<file path="src/rtl/mux_ctrl_pkg.sv">
// ---------------------------------------------------------------------------
// mux_ctrl_pkg
//   Shared definitions for the pin-mux controller: command opcodes, the NAK
//   response byte, the control FSM state encoding and a byte-count helper.
// ---------------------------------------------------------------------------
package mux_ctrl_pkg;

   localparam logic [7:0] OP_RD_EN  = 8'h01;
   localparam logic [7:0] OP_RD_MAP = 8'h02;
   localparam logic [7:0] OP_WR_EN  = 8'h03;
   localparam logic [7:0] OP_WR_MAP = 8'h04;
   localparam logic [7:0] OP_RD_IN  = 8'h05;
   localparam logic [7:0] NAK_BYTE  = 8'hEE;

   typedef enum logic [1:0] {
      ST_IDLE   = 2'd0,
      ST_WR_EN  = 2'd1,
      ST_WR_MAP = 2'd2,
      ST_RESP   = 2'd3
   } state_e;

   // Number of bytes needed to carry a value of the given bit width.
   function automatic int bytes_for(input int bits);
      return (bits + 7) / 8;
   endfunction

endpackage

</file>
<file path="src/rtl/mux_ctrl_resp.sv">
// ---------------------------------------------------------------------------
// mux_ctrl_resp
//   Response buffer and byte sequencer. A load captures up to BUF_BYTES bytes
//   plus a length; bytes are then presented least-significant first on a
//   valid/ready handshake.
//
//   clk, rst   : clock, synchronous active-high reset
//   load       : capture load_data/load_len (one-cycle strobe)
//   load_data  : response payload, byte 0 = bits [7:0]
//   load_len   : number of bytes to send (>= 1)
//   tx_ready   : sink accepts tx_data this cycle
//   tx_valid   : a response byte is presented
//   tx_data    : current response byte (0 when idle)
//   done       : last byte accepted this cycle
// ---------------------------------------------------------------------------
module mux_ctrl_resp #(
   parameter int BUF_BYTES = 4,
   parameter int LEN_W     = $clog2(BUF_BYTES + 1)
) (
   input  logic                   clk,
   input  logic                   rst,
   input  logic                   load,
   input  logic [BUF_BYTES*8-1:0] load_data,
   input  logic [LEN_W-1:0]       load_len,
   input  logic                   tx_ready,
   output logic                   tx_valid,
   output logic [7:0]             tx_data,
   output logic                   done
);

   logic [BUF_BYTES*8-1:0] buf_q;
   logic [LEN_W-1:0]       left_q;
   logic                   accept;

   assign accept  = tx_valid & tx_ready;
   assign done    = accept & (left_q == LEN_W'(1));
   // The buffer shifts down as bytes leave, so the current byte is always at
   // the bottom and zeros fill in behind it.
   assign tx_data = buf_q[7:0];

   // NOTE: sequential state uses non-blocking assignments so every register
   // samples pre-edge values and simulation matches the synthesized flops.
   always_ff @(posedge clk) begin
      if (rst) begin
         buf_q    <= '0;
         left_q   <= '0;
         tx_valid <= 1'b0;
      end else if (load) begin
         buf_q    <= load_data;
         left_q   <= load_len;
         tx_valid <= (load_len != '0);
      end else if (accept) begin
         if (left_q == LEN_W'(1)) begin
            buf_q    <= '0;
            left_q   <= '0;
            tx_valid <= 1'b0;
         end else begin
            buf_q  <= buf_q >> 8;
            left_q <= left_q - LEN_W'(1);
         end
      end
   end

endmodule

</file>
<file path="src/rtl/mux_ctrl.sv">
// ---------------------------------------------------------------------------
// mux_ctrl
//   Byte-command controller for a pin multiplexer. Commands arrive as bytes on
//   rx_*; write commands fill a shadow register and commit it atomically to
//   enabled_out/selectors once the frame is complete; every command produces
//   a response on tx_*. Protocol errors pulse err_pulse and answer NAK.
//
//   clk, rst    : clock, synchronous active-high reset
//   rx_valid    : rx_data holds a received byte (one-cycle strobe)
//   rx_data     : received byte
//   tx_valid    : response byte available
//   tx_data     : response byte
//   tx_ready    : transmitter accepts tx_data this cycle
//   in_pins     : pin levels returned by the read-inputs command
//   selectors   : per-output input select, output k at [k*SW +: SW]
//   enabled_out : per-output enable mask
//   err_pulse   : one-cycle pulse per protocol error
// ---------------------------------------------------------------------------
module mux_ctrl
   import mux_ctrl_pkg::*;
#(
   parameter int OUTPUT_COUNT   = 16,
   parameter int INPUT_COUNT    = 4,
   parameter int TIMEOUT_CYCLES = 65535,
   localparam int SW            = $clog2(INPUT_COUNT),
   localparam int SEL_W         = SW * OUTPUT_COUNT
) (
   input  logic                    clk,
   input  logic                    rst,
   input  logic                    rx_valid,
   input  logic [7:0]              rx_data,
   output logic                    tx_valid,
   output logic [7:0]              tx_data,
   input  logic                    tx_ready,
   input  logic [INPUT_COUNT-1:0]  in_pins,
   output logic [SEL_W-1:0]        selectors,
   output logic [OUTPUT_COUNT-1:0] enabled_out,
   output logic                    err_pulse
);

   localparam int EN_BYTES  = bytes_for(OUTPUT_COUNT);
   localparam int MAP_BYTES = bytes_for(SEL_W);
   localparam int IN_BYTES  = bytes_for(INPUT_COUNT);
   localparam int BUF_BYTES = (EN_BYTES > MAP_BYTES)
                              ? ((EN_BYTES > IN_BYTES) ? EN_BYTES : IN_BYTES)
                              : ((MAP_BYTES > IN_BYTES) ? MAP_BYTES : IN_BYTES);
   localparam int BUF_W     = BUF_BYTES * 8;
   localparam int CNT_W     = $clog2(BUF_BYTES + 1);
   localparam int TO_W      = $clog2(TIMEOUT_CYCLES + 1);

   state_e                 state_q, state_d;
   logic [CNT_W-1:0]       byte_cnt_q;
   logic [TO_W-1:0]        idle_cnt_q;
   logic [EN_BYTES*8-1:0]  en_shadow_q, en_merged;
   logic [MAP_BYTES*8-1:0] map_shadow_q, map_merged;

   logic                   resp_load;
   logic [BUF_W-1:0]       resp_data;
   logic [CNT_W-1:0]       resp_len;
   logic                   resp_done;
   logic                   err_d;
   logic                   commit_en, commit_map;
   logic                   frame_active;

   // A write frame stays open only while the FSM remains in its write state;
   // any exit (commit, timeout) discards the partial shadow and counters.
   assign frame_active = ((state_q == ST_WR_EN) || (state_q == ST_WR_MAP))
                         && (state_d == state_q);

   // NOTE: every signal assigned in this block gets a default first, so no
   // path through the case leaves a value held and infers a latch.
   always_comb begin
      state_d    = state_q;
      resp_load  = 1'b0;
      resp_data  = '0;
      resp_len   = '0;
      err_d      = 1'b0;
      commit_en  = 1'b0;
      commit_map = 1'b0;

      // Shadow with the incoming byte merged at byte_cnt; this is also the
      // value committed when the frame's final byte arrives.
      en_merged  = en_shadow_q;
      map_merged = map_shadow_q;
      for (int b = 0; b < EN_BYTES; b++)
         if (byte_cnt_q == CNT_W'(b)) en_merged[b*8 +: 8] = rx_data;
      for (int b = 0; b < MAP_BYTES; b++)
         if (byte_cnt_q == CNT_W'(b)) map_merged[b*8 +: 8] = rx_data;

      case (state_q)
         ST_IDLE: begin
            if (rx_valid) begin
               case (rx_data)
                  OP_WR_EN:  state_d = ST_WR_EN;
                  OP_WR_MAP: state_d = ST_WR_MAP;
                  OP_RD_EN: begin
                     state_d   = ST_RESP;
                     resp_load = 1'b1;
                     resp_data = BUF_W'(enabled_out);
                     resp_len  = CNT_W'(EN_BYTES);
                  end
                  OP_RD_MAP: begin
                     state_d   = ST_RESP;
                     resp_load = 1'b1;
                     resp_data = BUF_W'(selectors);
                     resp_len  = CNT_W'(MAP_BYTES);
                  end
                  OP_RD_IN: begin
                     state_d   = ST_RESP;
                     resp_load = 1'b1;
                     resp_data = BUF_W'(in_pins);
                     resp_len  = CNT_W'(IN_BYTES);
                  end
                  default: begin
                     state_d   = ST_RESP;
                     resp_load = 1'b1;
                     resp_data = BUF_W'(NAK_BYTE);
                     resp_len  = CNT_W'(1);
                     err_d     = 1'b1;
                  end
               endcase
            end
         end

         ST_WR_EN, ST_WR_MAP: begin
            if (rx_valid) begin
               if (state_q == ST_WR_EN && byte_cnt_q == CNT_W'(EN_BYTES - 1)) begin
                  state_d   = ST_RESP;
                  commit_en = 1'b1;
                  resp_load = 1'b1;
                  resp_data = BUF_W'(en_merged[OUTPUT_COUNT-1:0]);
                  resp_len  = CNT_W'(EN_BYTES);
               end else if (state_q == ST_WR_MAP &&
                            byte_cnt_q == CNT_W'(MAP_BYTES - 1)) begin
                  state_d    = ST_RESP;
                  commit_map = 1'b1;
                  resp_load  = 1'b1;
                  resp_data  = BUF_W'(map_merged[SEL_W-1:0]);
                  resp_len   = CNT_W'(MAP_BYTES);
               end
            end else if (idle_cnt_q == TO_W'(TIMEOUT_CYCLES - 1)) begin
               // This idle cycle is the TIMEOUT_CYCLES-th in a row.
               state_d   = ST_RESP;
               resp_load = 1'b1;
               resp_data = BUF_W'(NAK_BYTE);
               resp_len  = CNT_W'(1);
               err_d     = 1'b1;
            end
         end

         ST_RESP: begin
            if (rx_valid) err_d = 1'b1;
            if (resp_done) state_d = ST_IDLE;
         end

         default: state_d = ST_IDLE;
      endcase
   end

   always_ff @(posedge clk) begin
      if (rst) state_q <= ST_IDLE;
      else     state_q <= state_d;
   end

   always_ff @(posedge clk) begin
      if (rst) begin
         byte_cnt_q   <= '0;
         idle_cnt_q   <= '0;
         en_shadow_q  <= '0;
         map_shadow_q <= '0;
         enabled_out  <= '0;
         selectors    <= '0;
         err_pulse    <= 1'b0;
      end else begin
         err_pulse <= err_d;
         if (commit_en)  enabled_out <= en_merged[OUTPUT_COUNT-1:0];
         if (commit_map) selectors   <= map_merged[SEL_W-1:0];

         if (frame_active) begin
            if (rx_valid) begin
               byte_cnt_q <= byte_cnt_q + CNT_W'(1);
               idle_cnt_q <= '0;
               if (state_q == ST_WR_EN) en_shadow_q  <= en_merged;
               else                     map_shadow_q <= map_merged;
            end else begin
               idle_cnt_q <= idle_cnt_q + TO_W'(1);
            end
         end else begin
            byte_cnt_q   <= '0;
            idle_cnt_q   <= '0;
            en_shadow_q  <= '0;
            map_shadow_q <= '0;
         end
      end
   end

   mux_ctrl_resp #(
      .BUF_BYTES (BUF_BYTES),
      .LEN_W     (CNT_W)
   ) u_resp (
      .clk       (clk),
      .rst       (rst),
      .load      (resp_load),
      .load_data (resp_data),
      .load_len  (resp_len),
      .tx_ready  (tx_ready),
      .tx_valid  (tx_valid),
      .tx_data   (tx_data),
      .done      (resp_done)
   );

endmodule

</file>
<file path="config.mk">
export PLATFORM = sky130hd
export DESIGN_NAME = mux_ctrl
export DESIGN_NICKNAME = d
export VERILOG_FILES = /design/src/rtl/mux_ctrl_pkg.sv /design/src/rtl/mux_ctrl_resp.sv /design/src/rtl/mux_ctrl.sv
export SDC_FILE = /design/constraint.sdc
export NUM_CORES = 1
export LEC_CHECK = 0
export CAP_MARGIN = 0
export CORE_MARGIN = 2
export CORE_UTILIZATION = 55
export DETAILED_ROUTE_END_ITERATION = 8
export PLACE_DENSITY = 0.77
export SYNTH_ARGS = -nofsm -noshare
export SYNTH_HDL_FRONTEND = slang
export SYNTH_SLANG_ARGS = --single-unit
</file>
<file path="constraint.sdc">
create_clock -name clk -period 5.3 [get_ports clk]
set_input_delay 0.795 -clock clk [delete_from_list [all_inputs] [get_ports clk]]
set_output_delay 0.795 -clock clk [all_outputs]
set_load 0.03 [all_outputs]
</file>
==> impl_metrics.yaml, run 1 <==
run_status:
  status: "complete, no violations"
sta:
  final_max_slew_viol_count: 0
  unrepaired_setup_endpoints_after_global_routing: "false"
  clock_tree_skew_after_final_layout_ps: 8.365
  fmax_mhz: 270.4
  layout_min_cycle_time_ps: 3698
  finalSetupViolations: 0
  finalCritPeriodShare: 0.6978
  slew_headroom: 0.1887
  timing.final.hold_violations: 0
  timing_worst_slew_pin_value_ps: 1212
  finalSetupTns_ps: 0
setup_path:
  setup.worst_path.end_class: "flip-flop"
  crit_family: "simple AND/OR/NAND/NOR gates"
  critPathBufInv: 1
  timing.setup.critical_path_class: "primary input to flip-flop"
  worstPathRequired_ps: 5630
  worst_path_max_delay_cell: "sky130_fd_sc_hd__or4b_4"
  setup.worst_path.start_class: "primary input"
  critical_path.max_stage_delay_ps: 940
  worst-path-max-fanout: 59
  critical_path_arrival_ps: 4030
  crit_chain: "clkdlybuf4s50_1, or4_1, nor3_2, xnor2_1, a21oi_1, or4b_4, nor3_1"
die:
  fp.dieW_um: 120
  initial_core_util: 0.5611
  coreArea_sq_um: 13190
  die-height_um: 120
  die_area_sq_um: 14400
  i_o_pin_count: 74
  rows: 42
synth:
  async_flop_share: 0
  yosysSeqAreaShare: 0.3949
  yosys_synthesis_warning_count: 0
  synth_area_leaders: "sky130_fd_sc_hd__dfxtp_1 (39%), sky130_fd_sc_hd__mux2i_1 (6.9%), sky130_fd_sc_hd__a21oi_1 (5.1%)"
  syn_inst: 863
  postSynthNetCount: 892
  yosys.cell_types.count: 58
  synth_flop_cell: "sky130_fd_sc_hd__dfxtp_1"
  synth_area_leader_cell: "sky130_fd_sc_hd__dfxtp_1"
  synth_area_per_inst_sq_um: 8.576
  synth_seq_cells: 146
  synth_top_area_frac: 0.3949
  netlist_area_sq_um: 7401
  synth-edff-count: 0
final_layout:
  post_route_cells_drive_above_1_share: 0.09465
  multiInputGateArea_sq_um: 4018
  antenna_cells: 0
  filler_cell_count: 1085
  area_delta_synth_final_pct: 16.57
  layout.cells.most_common_list: "sky130_fd_sc_hd__dfxtp_1 (146), sky130_fd_sc_hd__nor2_1 (86), sky130_fd_sc_hd__a21oi_1 (75)"
  mostFrequentLayoutCell: "sky130_fd_sc_hd__dfxtp_1"
  seqCellArea_sq_um: 2923
  final_design_area_no_fill_sq_um: 8627
  final_core_util: 0.6541
  nNetsFinal: 914
cts:
  cts_buffer_count: 17
  ctsHtreeMaxLevel: 4
  clock-root-buffer: "sky130_fd_sc_hd__clkbuf_16"
  cts_resized: 0
  post_cts.repair.setup_buffers: 0
  clockBufferDepth: 2
  cts_hold_buf: 0
  clock_pin_slew_worst_setup_and_hold_paths_ps: 60
  clock-sinks: 146
  clock_insertion_delay_at_the_later_pin_of_the_skew_report_ps: 430
  cts_tree: "done"
placed_design:
  gp_routability_congestion: 0.9649
  dpl.hpwl_mm: 14.77
  dpl-instance-area_sq_um: 8048
  io_port_bufs: 73
grt:
  grt_pass1_vias: 6059
  grtUsageTotal: 0.2960
  antenna_found_initial: 0
  grt_max_degree: 89
  aggregate_global_routing_overflow: 0
  grt_first_pass_wirelength_mm: 33.06
worst_hold_path:
  hold_path.class: "flip-flop to flip-flop"
route:
  number_of_search_and_repair_iterations_in_the_first_detailed_routing_pass: 5
  postRouteAntennaNets: 0
  route.final.wire_length_mm: 21.17
  drt_drc_violations_left: 0
  drt_iter0_markers: 786
  average_via_count_per_standard_cell: 6.164
  wire_per_inst_um: 19.71
  detailroute.via_count: 6620
power_and_ir_drop:
  report.power.total_mw: 3.273
  power_density_nw_per_um2: 379.3
  p_leak_nw: 2.800
  vdd_ir_drop_max_v: 0.0002138
job:
  cap_viol_max_count: 0
tightest hold or removal path, delay by kind of cell, from the launching register on:
kind,cells,cell delay (ps)
flip-flops,1,310
AO/OA/AOI/OAI,1,50
AND/OR/NAND/NOR,1,60
layout make-up:
cell class                      count  share of cell area
Clock inverter                     10             0.01566
Clock buffer                       22             0.05149
Multi-Input combinational cell    618              0.4657
Inverter                           15            0.006526
Tap cell                          176             0.02553
Sequential cell                   146              0.3388
Timing Repair Buffer               87             0.09630
routing by layer:
metal  global-route usage  share of wire  vias up
met5                    0              0        -
met4               0.1228          0.031        0
met3              0.06369          0.078       45
met2               0.4482           0.45      314
met1               0.4084           0.44     3143
li1                     -              -     3118
power breakdown:
part | switching [mW] | internal (mW) | total (mW)
Sequential | 0.0624 | 1.18 | 1.24
Combinational | 0.554 | 0.279 | 0.834
Clock | 0.459 | 0.737 | 1.20
sequential cells by signal (all words and copies together) (netlist names), 2 cells and up:
register and flops:
byte_cnt_q 3, idle_cnt_q 16, en_shadow_q 8, state_q 2, selectors 32, enabled_out 16
map_shadow_q 32, u_resp.buf_q 32, u_resp.left_q 3
final timing paths:
kind,to,cells past startpoint,startpoint,slack [ps]
worst max-delay path,idle_cnt_q[6]$_SDFF_PP0_,7,rx_data[5],1600
worst min-delay path,u_resp.buf_q[26]$_SDFFE_PP0P_,2,u_resp.buf_q[26]$_SDFFE_PP0P_,470
worst max register to register,idle_cnt_q[6]$_SDFF_PP0_,7,state_q[1]$_SDFF_PP0_,1750
worst min register to register,u_resp.buf_q[26]$_SDFFE_PP0P_,2,u_resp.buf_q[26]$_SDFFE_PP0P_,470
stage by stage:
step                      instances  hold slack, ps  setup slack (ps)
after floorplan                 863           443.3              2464
after detailed placement       1042           459.3              1237
after global routing           1074           482.8              1518
after CTS                      1074           467.7              1657
final                          1074           465.1              1602
after global placement         1042           450.1              1384
cells in the mapped netlist, types with 7 or more instances:
library cell                 n
sky130_fd_sc_hd__a21o_1      8
sky130_fd_sc_hd__o21ai_0    20
sky130_fd_sc_hd__inv_1      14
sky130_fd_sc_hd__nand2_1    68
sky130_fd_sc_hd__nor2_1     87
sky130_fd_sc_hd__a221oi_1   17
sky130_fd_sc_hd__dfxtp_1   146
sky130_fd_sc_hd__xor2_1     10
sky130_fd_sc_hd__a21oi_1    75
sky130_fd_sc_hd__a22o_1      9
sky130_fd_sc_hd__buf_1       7
sky130_fd_sc_hd__nor3_1     62
sky130_fd_sc_hd__nand3_1    20
sky130_fd_sc_hd__ha_1       13
sky130_fd_sc_hd__a22oi_1    10
sky130_fd_sc_hd__o22a_1     10
sky130_fd_sc_hd__and2_1      9
sky130_fd_sc_hd__buf_2      10
sky130_fd_sc_hd__a211oi_1   43
sky130_fd_sc_hd__nor2_4     25
sky130_fd_sc_hd__buf_4       8
sky130_fd_sc_hd__clkbuf_1   53
sky130_fd_sc_hd__mux2_2      8
sky130_fd_sc_hd__nor2b_1     7
sky130_fd_sc_hd__mux2i_1    51
sky130_fd_sc_hd__xnor2_1     8
cell families (layout without fill, tap and decap cells):
group	after synthesis	after routing	share of synthesized area
and+or+nand+nor	314	314	0.2237
DFF	146	146	0.3949
muxes	59	59	0.08115
xor gates and xnor gates	18	18	0.02130
adders and majority gates	13	13	0.02198
AOI/OAI and AO/OA	214	214	0.1921
buffers and inverters	99	134	0.06492
Power figures use the tool's default switching activity.
==> inputs of run 2 (changes only) <==
--- a/config.mk
+++ b/config.mk
@@ -7,7 +7,7 @@
 export LEC_CHECK = 0
 export CAP_MARGIN = 0
 export CORE_MARGIN = 2
-export CORE_UTILIZATION = 55
+export CORE_UTILIZATION = 52
 export DETAILED_ROUTE_END_ITERATION = 8
 export PLACE_DENSITY = 0.77
 export SYNTH_ARGS = -nofsm -noshare
==> constraint.sdc (replaced) <==
create_clock -name clk -period 3.2 [get_ports clk]
set_input_delay 0.48 -clock clk [delete_from_list [all_inputs] [get_ports clk]]
set_output_delay 0.48 -clock clk [all_outputs]
set_load 0.03 [all_outputs]
==> run 2 against run 1 <==
Utilization is 1.2 points lower. Global-route usage is 1.1 points lower. Clock skew is 1.3 ps higher. Non-clock buffer count is 31 higher. Critical path type is now flip-flop to flip-flop. Critical endpoint is now u_resp.buf_q[14]$_SDFFE_PP0P_. Largest cell class unchanged. Largest power group unchanged.
==> impl_metrics.yaml, run 2 (synthesis gave the netlist of run 1 again) <==
placed_design:
  dpl.hpwl_mm: 14.69
  gp_routability_congestion: 1.001
  io_port_bufs: 73
  post-place-cells: 1077
  dpl-instance-area_sq_um: 8348
sta:
  unrepaired_setup_endpoints_after_global_routing: "false"
  timing.final.hold_violations: 0
  finalCritPeriodShare: 0.8923
  slew_headroom: 0.4628
  timing_worst_slew_pin_value_ps: 805.9
  final_max_slew_viol_count: 0
  layout_min_cycle_time_ps: 2855
  fmax_mhz: 350.2
  clock_tree_skew_after_final_layout_ps: 9.653
  finalSetupTns_ps: 0
  finalSetupViolations: 0
cts:
  clockBufferDepth: 2
  cts_buffer_count: 17
  ctsHtreeMaxLevel: 4
  cts_resized: 0
  clock-sinks: 146
  cts_hold_buf: 0
  clock-root-buffer: "sky130_fd_sc_hd__clkbuf_16"
  post_cts.repair.setup_buffers: 0
  cts_tree: "done"
  clock_insertion_delay_at_the_later_pin_of_the_skew_report_ps: 430
  clock_pin_slew_worst_setup_and_hold_paths_ps: 60
final_layout:
  final_design_area_no_fill_sq_um: 8916
  layout.cells.most_common_list: "sky130_fd_sc_hd__dfxtp_1 (146), sky130_fd_sc_hd__nor2_1 (86), sky130_fd_sc_hd__a21oi_1 (75)"
  antenna_cells: 0
  final_core_util: 0.6423
  fin_cells: 1107
  mostFrequentLayoutCell: "sky130_fd_sc_hd__dfxtp_1"
  area_delta_synth_final_pct: 20.47
  layout_top_registers: "map_shadow_q x32, selectors x32, u_resp.buf_q x32"
  nNetsFinal: 945
  post_route_cells_drive_above_1_share: 0.1262
die:
  coreArea_sq_um: 13880
  die_area_sq_um: 15200
  rows: 43
  fp.dieW_um: 123.3
  die-height_um: 123.3
  i_o_pin_count: 74
  initial_core_util: 0.5332
route:
  postRouteAntennaNets: 0
  average_via_count_per_standard_cell: 5.997
  drt_iter0_markers: 795
  number_of_search_and_repair_iterations_in_the_first_detailed_routing_pass: 6
  wire_per_inst_um: 18.90
  route.final.wire_length_mm: 20.93
  drt_drc_violations_left: 0
  detailroute.via_count: 6639
power_and_ir_drop:
  power.net_switching_mw: 1.796
  sw_frac_of_total: 0.3271
  power_density_nw_per_um2: 615.9
  power_report.internal_total_mw: 3.695
  p_leak_nw: 2.967
  p_comb_frac: 0.276
  report.power.total_mw: 5.491
  vdd_ir_drop_max_v: 0.0003788
  clock_power_share: 0.351
  sequentialPowerShare: 0.374
setup_path:
  critical_path_arrival_ps: 3200
  rr_worst_depth: 8
  critical_path.max_stage_delay_ps: 580
  timing.setup.critical_path_class: "flip-flop to flip-flop"
  worst-path-max-fanout: 14
  worstPathRequired_ps: 3550
  worst_path_max_delay_cell: "sky130_fd_sc_hd__and3b_1"
  crit_chain: "inv_1, ha_1, and3b_1, o21ai_0, o21ai_0, nand3b_1, o22a_1, nor3_1"
  setup.worst_path.start_class: "flip-flop"
  critical_path.most_common_cell: "sky130_fd_sc_hd__o21ai_0"
  setup.worst_path.end_class: "flip-flop"
grt:
  grt_pass1_vias: 6109
  grt_first_pass_wirelength_mm: 33.00
  grt_max_degree: 79
  antenna_found_initial: 0
  aggregate_global_routing_overflow: 0
  grtUsageTotal: 0.2852
worst_hold_path:
  hold_depth: 2
  hold_path.class: "primary input to flip-flop"
run_status:
  status: "complete, no violations"
job:
  cap_viol_max_count: 0
## run 2: final timing paths
check | end | slack, ps | from
hold / removal | selectors[7]$_SDFFE_PP0N_ | 460 | rst
setup reg to reg | u_resp.buf_q[14]$_SDFFE_PP0P_ | 340 | state_q[1]$_SDFF_PP0_
setup / recovery | u_resp.buf_q[14]$_SDFFE_PP0P_ | 340 | state_q[1]$_SDFF_PP0_
hold reg to reg | u_resp.buf_q[31]$_SDFFE_PP0P_ | 470 | u_resp.buf_q[31]$_SDFFE_PP0P_
## run 2: critical path: cells and delay by family (launching register included)
| family | cells | cell delay (ps) |
|---|---|---|
| adders and majority gates | 1 | 330 |
| and+or+nand+nor | 3 | 1130 |
| DFF | 1 | 350 |
| buffers and inverters | 1 | 180 |
| AOI/OAI and AO/OA | 3 | 780 |
## run 2: through the flow
step	worst slack [ps]	hold slack [ps]
global placement	115.4	450.3
detailed placement	59.40	460.8
global route	147.8	454.7
floorplan	679.3	443.3
finish	344.8	459.7
CTS	423.0	425.2
## run 2: final cells by class
cell class	count	area (sq um)
sequential	146	2923
clock buffer	21	460.4
inverter	15	56.30
multi-input combinational	618	4018
clock inverter	9	107.6
tap	180	225.2
timing repair buffer	118	1126
fill	1202	4965
## run 2: layer usage
metal  global-route usage  routed length (um)  share of wire
met4               0.1143                 707          0.034
met3              0.06319                1541          0.074
met2               0.4389                9520           0.45
met1               0.3883                9158           0.44
met5                    0                   0              0
## run 2: power groups by stage
stage          clock network (mW)  logic, mW  registers (mW)
2_1_floorplan                   0       1.10            2.07
3_3_place_gp                    0       1.47            2.08
3_5_place_dp                    0       1.48            2.09
4_1_cts                      1.95       1.49            2.05
5_1_grt                      2.02       1.64            2.07
6_report                     1.92       1.51            2.05
